## src/rtl/mem_ctrl.sv

```systemverilog
// mem_ctrl: initiator-side sequencer for the 512x32 RAM (single-word rd/wr).
// Optional address bounds check enabled by defining MEM_CTRL_BOUNDS_EN.
//
// Ports:
//   clk, clr          clock (rising edge), async active-low reset
//   req_rd, req_wr    request strobes, sampled only while idle (write wins)
//   req_addr/wdata    MAR / MDR values latched on acceptance
//   busy, done, err   status: busy SETUP..DONE, one-cycle done / reject pulse
//   rdata             captured read data (internal MDR)
//   ram_*             RAM strobes, address, write data and read data
module mem_ctrl #(
    parameter int ADDR_W      = 9,
    parameter int DATA_W      = 32,
    parameter int WAIT_CYCLES = 1,
    parameter int ADDR_LIMIT  = 511
) (
    input  logic              clk,
    input  logic              clr,
    input  logic              req_rd,
    input  logic              req_wr,
    input  logic [ADDR_W-1:0] req_addr,
    input  logic [DATA_W-1:0] req_wdata,
    output logic              busy,
    output logic              done,
    output logic              err,
    output logic [DATA_W-1:0] rdata,
    output logic              ram_read,
    output logic              ram_write,
    output logic [ADDR_W-1:0] ram_addr,
    output logic [DATA_W-1:0] ram_wdata,
    input  logic [DATA_W-1:0] ram_rdata
);

`ifdef MEM_CTRL_BOUNDS_EN
    localparam bit BOUNDS_EN = 1'b1;
`else
    localparam bit BOUNDS_EN = 1'b0;
`endif

    localparam logic [ADDR_W:0] LIMIT    = (ADDR_W + 1)'(ADDR_LIMIT);
    localparam logic [3:0]      CNT_LOAD = 4'(WAIT_CYCLES - 1);

    // S_ACPT is the cycle after the sampling edge: the latched address and
    // data are already on the RAM pins, so they lead the strobe by two
    // cycles and done lands 3+WAIT_CYCLES cycles after the request.
    typedef enum logic [2:0] {
        S_IDLE,
        S_ACPT,
        S_SETUP,
        S_ACCESS,
        S_DONE
    } state_e;

    state_e            state_q, state_d;
    logic [3:0]        cnt_q, cnt_d;
    logic              op_wr_q, op_wr_d;
    logic [ADDR_W-1:0] addr_q, addr_d;
    logic [DATA_W-1:0] wdata_q, wdata_d;
    logic [DATA_W-1:0] rdata_q, rdata_d;
    logic              err_q, err_d;

    logic req_any;
    logic oob;
    logic accept;
    logic capture;

    assign req_any = req_rd | req_wr;
    assign oob     = BOUNDS_EN && ({1'b0, req_addr} > LIMIT);
    assign accept  = (state_q == S_IDLE) && req_any && !oob;
    assign capture = (state_q == S_ACCESS) && (cnt_q == 4'd0) && !op_wr_q;

    always_comb begin
        state_d = state_q;
        cnt_d   = cnt_q;
        unique case (state_q)
            S_IDLE:   if (accept) state_d = S_ACPT;
            S_ACPT:   state_d = S_SETUP;
            S_SETUP: begin
                state_d = S_ACCESS;
                cnt_d   = CNT_LOAD;
            end
            S_ACCESS: begin
                if (cnt_q == 4'd0) state_d = S_DONE;
                else               cnt_d   = cnt_q - 4'd1;
            end
            S_DONE:   state_d = S_IDLE;
            default:  state_d = S_IDLE;
        endcase
    end

    always_comb begin
        op_wr_d = op_wr_q;
        addr_d  = addr_q;
        wdata_d = wdata_q;
        rdata_d = rdata_q;
        err_d   = (state_q == S_IDLE) && req_any && oob;
        if (accept) begin
            op_wr_d = req_wr;
            addr_d  = req_addr;
            wdata_d = req_wdata;
        end
        if (capture) rdata_d = ram_rdata;
    end

    always_ff @(posedge clk or negedge clr) begin
        if (!clr) begin
            state_q <= S_IDLE;
            cnt_q   <= 4'd0;
            op_wr_q <= 1'b0;
            addr_q  <= '0;
            wdata_q <= '0;
            rdata_q <= '0;
            err_q   <= 1'b0;
        end else begin
            state_q <= state_d;
            cnt_q   <= cnt_d;
            op_wr_q <= op_wr_d;
            addr_q  <= addr_d;
            wdata_q <= wdata_d;
            rdata_q <= rdata_d;
            err_q   <= err_d;
        end
    end

    // Strobes decode straight from the state register so an async reset
    // drops them at once; op_wr_q keeps them mutually exclusive.
    assign busy      = (state_q == S_SETUP) || (state_q == S_ACCESS) ||
                       (state_q == S_DONE);
    assign done      = (state_q == S_DONE);
    assign ram_read  = (state_q == S_ACCESS) && !op_wr_q;
    assign ram_write = (state_q == S_ACCESS) && op_wr_q;
    assign ram_addr  = addr_q;
    assign ram_wdata = wdata_q;
    assign rdata     = rdata_q;
    assign err       = err_q;

endmodule
```

## config.mk

```make
export PLATFORM = sky130hd
export DESIGN_NAME = mem_ctrl
export DESIGN_NICKNAME = d
export VERILOG_FILES = /design/src/rtl/mem_ctrl.sv
export SDC_FILE = /design/constraint.sdc
export NUM_CORES = 1
export LEC_CHECK = 0
export CORE_AREA = 2 2 83 105
export CTS_BUF_LIST = sky130_fd_sc_hd__clkbuf_4 sky130_fd_sc_hd__clkbuf_8
export CTS_CLUSTER_DIAMETER = 50
export DETAILED_ROUTE_END_ITERATION = 8
export DIE_AREA = 0 0 85 107
export GPL_ROUTABILITY_DRIVEN = 0
export PLACE_DENSITY = 0.8
export SYNTH_ARGS = -nofsm -noshare
export SYNTH_HDL_FRONTEND = slang
export SYNTH_SLANG_ARGS = --single-unit
```

## constraint.sdc

```tcl
create_clock -name clk -period 2.3 [get_ports clk]
set_clock_uncertainty 0.1 [all_clocks]
set_input_delay 0.575 -clock clk [delete_from_list [all_inputs] [get_ports clk]]
set_output_delay 0.575 -clock clk [all_outputs]
set_load 0.01 [all_outputs]
```

==> flow_summary.ini, run 1 <==
[floorplanning]
ios = 155
start_util = 0.4107
die_x_um = 85
core_area_um2 = 8102
die_area_um2 = 9095
die_h_um = 107
rows = 37

[clock_tree]
clk_path_buf_depth = 2
root_buffer = clkbuf_8
clock_latency_ns = 0.34
cts_tree = built
numCtsBuffers = 9
h-tree-depth = 3
clk_pin_slew_ns = 0.08
cts_sinks = 81

[worst_setup_path]
max_stage_delay_ns = 0.42
end_kind = flop
cp_slowest_cell = dfrtp_1
required_ns = 2.43
critical_path_class = flop to flop
crit_arrival_ns = 2.33
worstPathMaxFanout = 16
path_cells = inv_1, ha_1, or3b_1, or3_4, clkbuf_16, mux2_4
cp-start-kind = flop

[global_routing]
grt_max_degree = 44
antenna_found_initial = 0
grt_pass1_wl_um = 12030
track_usage = 0.1720
grt_pass1_vias = 2368
gr-total-overflow = 0

[route]
drt-initial-drc-count = 63
vias_per_cell = 4.851
drc = 0
drt-pass1-iter-count = 3
drt-total-wl_um = 7915
antenna_left = 0
wl_per_cell_um = 16.80
vias = 2285

[synthesis]
ys_types = 33
synth_cells = 205
ys_warn_count = 0
synth.cell_area_um2 = 3327
synth_top_cell_area_share = 0.6093
ys_seq_area_frac = 0.6093
avgSynthCellArea_um2 = 16.23
ys_seq_elements = 81
synth_area_leaders = dfrtp_1, mux2_2, mux2_4
syn-num-nets = 283
yosys.area.top_type = dfrtp_1

[timing]
rsz0062_at_grt = false
finalSetupTns_ns = 0
timing.slew.headroom = 0.6485
drv_slew = 0
hold_violations = 0
setup_viol = 0
min_period_ns = 2.205
max_freq_ghz = 0.4534
worst-slew-pin-transition_ns = 0.5272
min_period_over_period = 0.9589

[placement]
placedCellCount = 449
place_hpwl_um = 5578
io_buffers = 153

[cells_and_area]
final_layout_size_suffix_gt1_frac = 0.2888
finalNonFillerCells = 471
multi_input_area_um2 = 1187
post-route-util = 0.6459
area_growth_pct = 57.28
final_nets = 447
diodes = 0
fill_cells = 607
seqCellArea_um2 = 2029

[power_and_ir_drop]
power.leakage_nw = 2.314
p_per_area_nw_per_um2 = 1391
irDropWorstVdd_mv = 0.7161

[flow_run]
drv_cap = 0

[hold_path]
hp-class = input port to asynchronous set/reset pin

[run_status]
status = finished, final reports clean
==> cells in the mapped netlist (all sizes together) <==
cell type and instances:
buf 9, nand3 1, and2 1, o31ai 1, or3b 1, a211oi 1, a22o 1, ha 1
dfrtp 81, nand2b 2, o21ai 3, o22a 1, nor3 2, nand3b 2, nand4b 2, and3 1
nor2 5, mux2 73, nor3b 1, and4bb 1, nand2 3, inv 3, o211ai 2, and2b 1
clkbuf 2, conb 1, nor2b 2, or3 1
==> path summary, 6_finish.rpt <==
kind / startpoint / to / slack, ns / depth (start not counted)
setup / recovery: cnt_q[0] / rdata[24] / 0.09 / 6
hold / removal: clr / ram_wdata[18] / 0.10 / 1
setup reg to reg: cnt_q[0] / rdata[24] / 0.09 / 6
hold reg to reg: ram_addr[1] / ram_addr[1] / 0.41 / 1
max in group asynchronous: clr / rdata[3] / 1.39 / 2
min in group clk: ram_addr[1] / ram_addr[1] / 0.41 / 1
==> critical path: cells and delay by family, from the launching register on <==
kind                       cells  cell delay [ns]
adders and majority gates      1             0.20
muxes                          1             0.30
and+or+nand+nor                2             0.77
DFF                            1             0.42
buffers and inverters          2             0.29
==> flip-flops by register name, indices dropped and copies added (netlist names) <==
| signal | count |
|---|---|
| op_wr_q | 1 |
| ram_wdata | 32 |
| cnt_q | 4 |
| rdata | 32 |
| state_q | 3 |
| ram_addr | 9 |
==> area by class of cell <==
| class | instances | area share |
|---|---|---|
| sequential | 81 | 0.3879 |
| timing repair buffer | 164 | 0.3207 |
| multi-input combinational | 110 | 0.2269 |
| clock buffer | 11 | 0.02893 |
| tap | 97 | 0.02319 |
| clock inverter | 5 | 0.01028 |
| inverter | 3 | 0.002152 |
==> metrics by stage <==
step | power, mW | hold slack [ns] | instance area, um^2 | worst slack, ns
floorplan | 4.344 | 0.1794 | 3327 | 0.1972
global placement | 6.072 | 0.3885 | 4957 | 0.09112
detailed placement | 6.179 | 0.3918 | 4957 | 0.002762
CTS | 7.315 | 0.1118 | 5199 | 0.0008844
global route | 7.673 | 0.1315 | 5233 | 0.009330
finish | 7.280 | 0.1001 | 5233 | 0.09456
==> report_power, final <==
part / internal, mW / switching, mW
registers: 2.14 / 0.380
clock network: 0.558 / 0.508
logic: 2.42 / 1.28
==> layout by cell type, fill, tap and decap left out, drive strengths merged <==
| master | instances |
|---|---|
| a211oi | 1 |
| a22o | 1 |
| and2 | 1 |
| and2b | 1 |
| and3 | 1 |
| and4bb | 1 |
| buf | 11 |
| bufinv | 1 |
| clkbuf | 12 |
| clkdlybuf4s50 | 148 |
| clkinv | 4 |
| conb | 1 |
| dfrtp | 81 |
| dlygate4sd2 | 3 |
| dlymetal6s2s | 1 |
| ha | 1 |
| inv | 3 |
| mux2 | 73 |
| nand2 | 3 |
| nand2b | 2 |
| nand3 | 1 |
| nand3b | 2 |
| nand4b | 2 |
| nor2 | 5 |
| nor2b | 2 |
| nor3 | 2 |
| nor3b | 1 |
| o211ai | 2 |
| o21ai | 3 |
| o22a | 1 |
| o31ai | 1 |
| or3 | 1 |
| or3b | 1 |
==> per-layer routing <==
metal,GRT usage,vias up,routed length (um)
li1,-,1044,-
met1,0.2103,1161,3207
met2,0.2907,71,4225
met3,0.03233,9,376
met4,0.08277,0,106
met5,0,-,0
==> what timing repair did <==
action,CTS,global route
cloned,0,1
buffers inserted,5,0
gates resized for setup,5,3
setup endpoints to repair,4,33
hold buffers,0,0
==> cell families (layout without fill, tap and decap cells) <==
logic type	Yosys count	after routing	synth area share
flops	81	81	0.6093
mux	73	73	0.2809
simple gates	26	26	0.04776
buf+inv	14	183	0.03836
compound gates	9	9	0.01880
fa+ha+maj	1	1	0.003760
other cells	1	1	0.001127
No activity file was read; power rests on OpenSTA's default activity.
==> run 2: changes to the inputs <==
--- a/config.mk
+++ b/config.mk
@@ -5,6 +5,7 @@
 export SDC_FILE = /design/constraint.sdc
 export NUM_CORES = 1
 export LEC_CHECK = 0
+export CAP_MARGIN = 20
 export CORE_AREA = 2 2 83 105
 export CTS_BUF_LIST = sky130_fd_sc_hd__clkbuf_4 sky130_fd_sc_hd__clkbuf_8
 export CTS_CLUSTER_DIAMETER = 50
==> results of run 2 <==
Same layout as run 1: the final DEF is identical, and so are final timing and power.
==> patch 1 (settings of run 1) <==
The parameter `DATA_W` goes from 32 to 24.
--- a/src/rtl/mem_ctrl.sv
+++ b/src/rtl/mem_ctrl.sv
@@ -10,7 +10,7 @@
 //   ram_*             RAM strobes, address, write data and read data
 module mem_ctrl #(
     parameter int ADDR_W      = 9,
-    parameter int DATA_W      = 32,
+    parameter int DATA_W      = 24,
     parameter int WAIT_CYCLES = 1,
     parameter int ADDR_LIMIT  = 511
 ) (
Ports: changed (resized ram_rdata, ram_wdata, rdata and req_wdata); port bits go from 155 to 123. No check against the original RTL was run, so the function may have changed too.
==> patch 1 against run 1 <==
  * Design area fell by 19%
  * Synthesized area fell by 20%
  * Combinational power fell by 23%
  * Worst setup slack improved by 0.022 ns
  * Power fell by 17%
  * Routed wire length fell by 23%
  * Sequential cell count fell by 16
  * Cell count fell by 14%
  * Critical endpoint is now rdata[4]
==> patch 1: results (changes against run 1) <==
[cts]
clockBufferDepth=2  ; unchanged

[yosys]
netlist_top_cells_count=dfrtp_1 (65), mux2_2 (37), mux2_4 (20)  ; was dfrtp_1 (81), mux2_2 (43), mux2_4 (30)
yosys.cell_types.count=31  ; was 33
yosys_warnings=0  ; unchanged
seq_area_frac_synth_pct=60.8  ; was 60.9%
synth_nets=233  ; was 283

[placed_design]
io_buffer_count=121  ; was 153
post-place-ws_ns=0.139  ; was 0.00276 ns
dp_hpwl_mm=4.39  ; was 5.58 mm

[grt]
grt_max_degree=40  ; was 44
grt_pass1_wl_mm=9.65  ; was 12.0 mm
track_usage_pct=13.7  ; was 17.2%
first_global_vias=1958  ; was 2,368

[drt]
routedWlPerCell_microns=15.1  ; was 16.8 microns
via_count=1864  ; was 2,285
dr.pass1.iters=4  ; was 3
drtIter0Drc=55  ; was 63

[critical_path]
arrival_ns=2.30  ; was 2.33 ns
reg2reg_slack_ns=0.12  ; was 0.09 ns
path_max_fanout=24  ; was 16

[run_status]
status=complete, no violations  ; unchanged

[timing]
fmax_mhz=458  ; was 453 MHz
tightest_slew_ns=0.652  ; was 0.527 ns
whs_ns=0.163  ; was 0.100 ns

[final_layout]
drive_gt1_share_pct=27.7  ; was 28.9%
final_nets=364  ; was 447
seq_area_sq_um=1630  ; was 2030 sq um
nFillCells=677  ; was 607

[power]
vdd_drop_max_uv=706  ; was 716 uV

## patch 1: cell count changes in the layout (fill, tap and decap cells not counted), moves of 2 or more
cell / run 1 / this run
dfrtp_1: 79 / 65
buf_4: 7 / 5
mux2_2: 43 / 37
dfrtp_2: 2 / 0
clkdlybuf4s50_1: 148 / 116
bufinv_16: 1 / 3
mux2_4: 30 / 20
## patch 1: per-layer routing
metal | up-vias | GRT usage [%] | share of wire [%]
met5 | - | 0 | 0
met4 | 0 | 4.42 | 1.3
li1 | 859 | - | -
met3 | 6 | 4.93 | 5.8
met2 | 64 | 23.5 | 53
met1 | 935 | 15.7 | 40
## patch 1: worst paths after layout
check / startpoint / to
max reg2reg: cnt_q[1] / rdata[4]
min: clr / ram_addr[7]
max in group asynchronous: clr / ram_wdata[23]
max: cnt_q[1] / rdata[4]
min in group clk: ram_wdata[23] / ram_wdata[23]
min reg2reg: ram_wdata[23] / ram_wdata[23]
## patch 1: cell families after synthesis
| kind of cell | synth area share [%] |
|---|---|
| mux | 26.8 |
| fa+ha+maj | 0.467 |
| buf+inv | 3.55 |
| simple gates | 5.94 |
| other cells | 0.140 |
| flops | 60.8 |
| compound gates | 2.34 |
## patch 1: what timing repair did
item                                    in CTS  in global routing
resized for setup                            3                  1
endpoints found under the setup margin       4                  1
setup buffers                                2                  0
pin swaps                                    0                  0
## patch 1: area by class of cell
cell class	instances	area share (%)
clock buffer	10	3.23
clock inverter	6	2.47
inverter	3	0.264
multi-input combinational	94	22.5
sequential	65	38.2
tap	97	2.85
timing repair buffer	129	30.6
## patch 1: worst max-delay path, stage by stage (launching register included)
cell and delay [ns]:
dfrtp_1 0.39, inv_1 0.08, ha_1 0.21, or3b_1 0.40, or3_1 0.37, buf_12 0.19, mux2_4 0.30
## patch 1: stage by stage
step	area (sq um)	power, mW	instances
global route	4260	6.36	404
floorplan	2680	3.44	171
global placement	4010	4.82	386
detailed placement	4010	4.90	386
CTS	4260	6.12	404
finish	4260	6.04	404
## patch 1: where the power goes
part / total (mW) / switching, mW / internal (mW)
sequential: 2.01 / 0.307 / 1.71
clock: 1.19 / 0.441 / 0.744
combinational: 2.84 / 0.984 / 1.85
total: 6.04 / 1.73 / 4.30
==> patch 2 (config.mk and constraints of run 1) <==
Without the edit above. Encoding of `state_e`: now Gray code (3 bits for 5 states).
--- a/src/rtl/mem_ctrl.sv
+++ b/src/rtl/mem_ctrl.sv
@@ -44,11 +44,11 @@
     // data are already on the RAM pins, so they lead the strobe by two
     // cycles and done lands 3+WAIT_CYCLES cycles after the request.
     typedef enum logic [2:0] {
-        S_IDLE,
-        S_ACPT,
-        S_SETUP,
-        S_ACCESS,
-        S_DONE
+        S_IDLE   = 3'b000,
+        S_ACPT   = 3'b001,
+        S_SETUP  = 3'b011,
+        S_ACCESS = 3'b010,
+        S_DONE   = 3'b110
     } state_e;
 
     state_e            state_q, state_d;
Formal check against the unedited RTL: no difference found for any inputs over 10 cycles, from zero or initial values; not proved beyond that.
==> patch 2 against run 1 <==
  * Design area down 0.84%
  * Synthesized area down 0.94%
  * Worst setup slack worse by 0.026 ns
  * Die area unchanged
  * Sequential cell count unchanged
  * Critical endpoint is now rdata[2]
  * Synthesized cell count down 0.98%
  * Combinational power down 1%
  * Power down 1.6%
  * Routed wire length down 4.4%
  * Largest cell class unchanged
  * Highest routed layer unchanged
==> patch 2: results (changes against run 1) <==
[run_status]
status=complete, no violations  ; unchanged

[final_layout]
drive_gt1_share_pct=28.8  ; was 28.9%
nFillCells=609  ; was 607
antenna_cells=0  ; unchanged

[grt]
track_usage_pct=17.1  ; was 17.2%
grt_max_degree=42  ; was 44
antenna_found_initial=0  ; unchanged
first_global_vias=2512  ; was 2,368
grt_pass1_wl_mm=12.2  ; was 12.0 mm

[yosys]
synth-compound-area-share_pct=1.56  ; was 1.88%
yosys.cell_types.count=30  ; was 33
ys.flop_type=dfrtp_1  ; unchanged
yosys.area_share.adder_pct=0.380  ; was 0.376%
seq_area_frac_synth_pct=61.5  ; was 60.9%
synth_xor_area_share_pct=0  ; unchanged
netlist_top_cells_count=dfrtp_1 (81), mux2_2 (43), mux2_4 (30)  ; unchanged
synth_nets=281  ; was 283
synth.area.top_cells=dfrtp_1 (62%), mux2_2 (15%), mux2_4 (14%)  ; was dfrtp_1 (61%), mux2_2 (15%), mux2_4 (14%)
syn_area_per_cell_sq_um=16.2  ; about the same
yosys_warnings=0  ; unchanged
muxShareOfSynthArea_pct=28.7  ; was 28.1%

[drt]
drt_wl_total_mm=7.57  ; was 7.92 mm
routed_via_density=4.81  ; was 4.85
drtIter0Drc=65  ; was 63
via_count=2254  ; was 2,285
dr.pass1.iters=4  ; was 3

[critical_path]
arrival_ns=2.35  ; was 2.33 ns

[cts]
numCtsBuffers=9  ; unchanged
root_buffer=clkbuf_8  ; unchanged
clockBufferDepth=2  ; unchanged
htreeDepth=3  ; unchanged

[placed_design]
dp_hpwl_mm=5.55  ; was 5.58 mm
post-place-ws_ns=-0.0192  ; was 0.00276 ns
io_buffer_count=153  ; unchanged
post_dp_cell_area_sq_um=4950  ; was 4960 sq um

[power]
power_leakage_nw=2.29  ; was 2.31 nW
vdd_drop_max_uv=721  ; was 716 uV

[hold_path]
worstHoldPathType=flip-flop to flip-flop  ; was primary input to asynchronous set/reset pin

## patch 2: cell types whose count changed after synthesis, moves of 2 or more
cell      delta
nand2_1      +2
nand2b_1     -2
nand3b_1     -2
nor2_1       +2
nor3_1       +2
o211ai_1     -2
o21a_1       +2
o21ai_0      -2
## patch 2: layer usage
layer	routed length [microns]	GRT usage, %
met1	2980	20.0
met5	0	0
met2	3860	28.7
met4	104	7.14
met3	626	5.93
## patch 2: power by group
part / switching, mW / internal [mW] / total [mW]
Clock: 0.466 / 0.514 / 0.980
Sequential: 0.391 / 2.14 / 2.53
Combinational: 1.25 / 2.41 / 3.66
Total: 2.11 / 5.06 / 7.16
## patch 2: timing repair
item,4_1_cts,5_1_grt
setup buffers,1,0
gates cloned,1,0
endpoints found under the setup margin,36,2
resized for setup,8,2
endpoints found under the hold margin,7,0
hold buffers,1,0
## patch 2: final timing paths
path	slack [ns]	end	from	depth (start not counted)
worst min-delay path	0.41	ram_wdata[16]	ram_wdata[16]	1
worst max register to register	0.07	rdata[2]	cnt_q[1]	6
worst min register to register	0.41	ram_wdata[16]	ram_wdata[16]	1
min in group asynchronous	0.56	rdata[14]	clr	2
worst max-delay path	0.07	rdata[2]	cnt_q[1]	6
max in group asynchronous	0.90	ram_wdata[19]	clr	3
## patch 2: final cells by class
type	instances	area [sq um]	area share, %
clock buffers	11	139	2.68
clock inverters	3	43.8	0.844
inverters	3	11.3	0.217
multi-input cells	108	1160	22.4
flip-flops and latches	81	2030	39.1
well taps	97	121	2.34
repair buffers	166	1690	32.5
## patch 2: critical path: stages, from the launching register on
cell	delay, ns
dfrtp_1	0.39
inv_1	0.09
ha_2	0.19
or3b_2	0.46
or3_4	0.39
buf_12	0.18
mux2_4	0.30
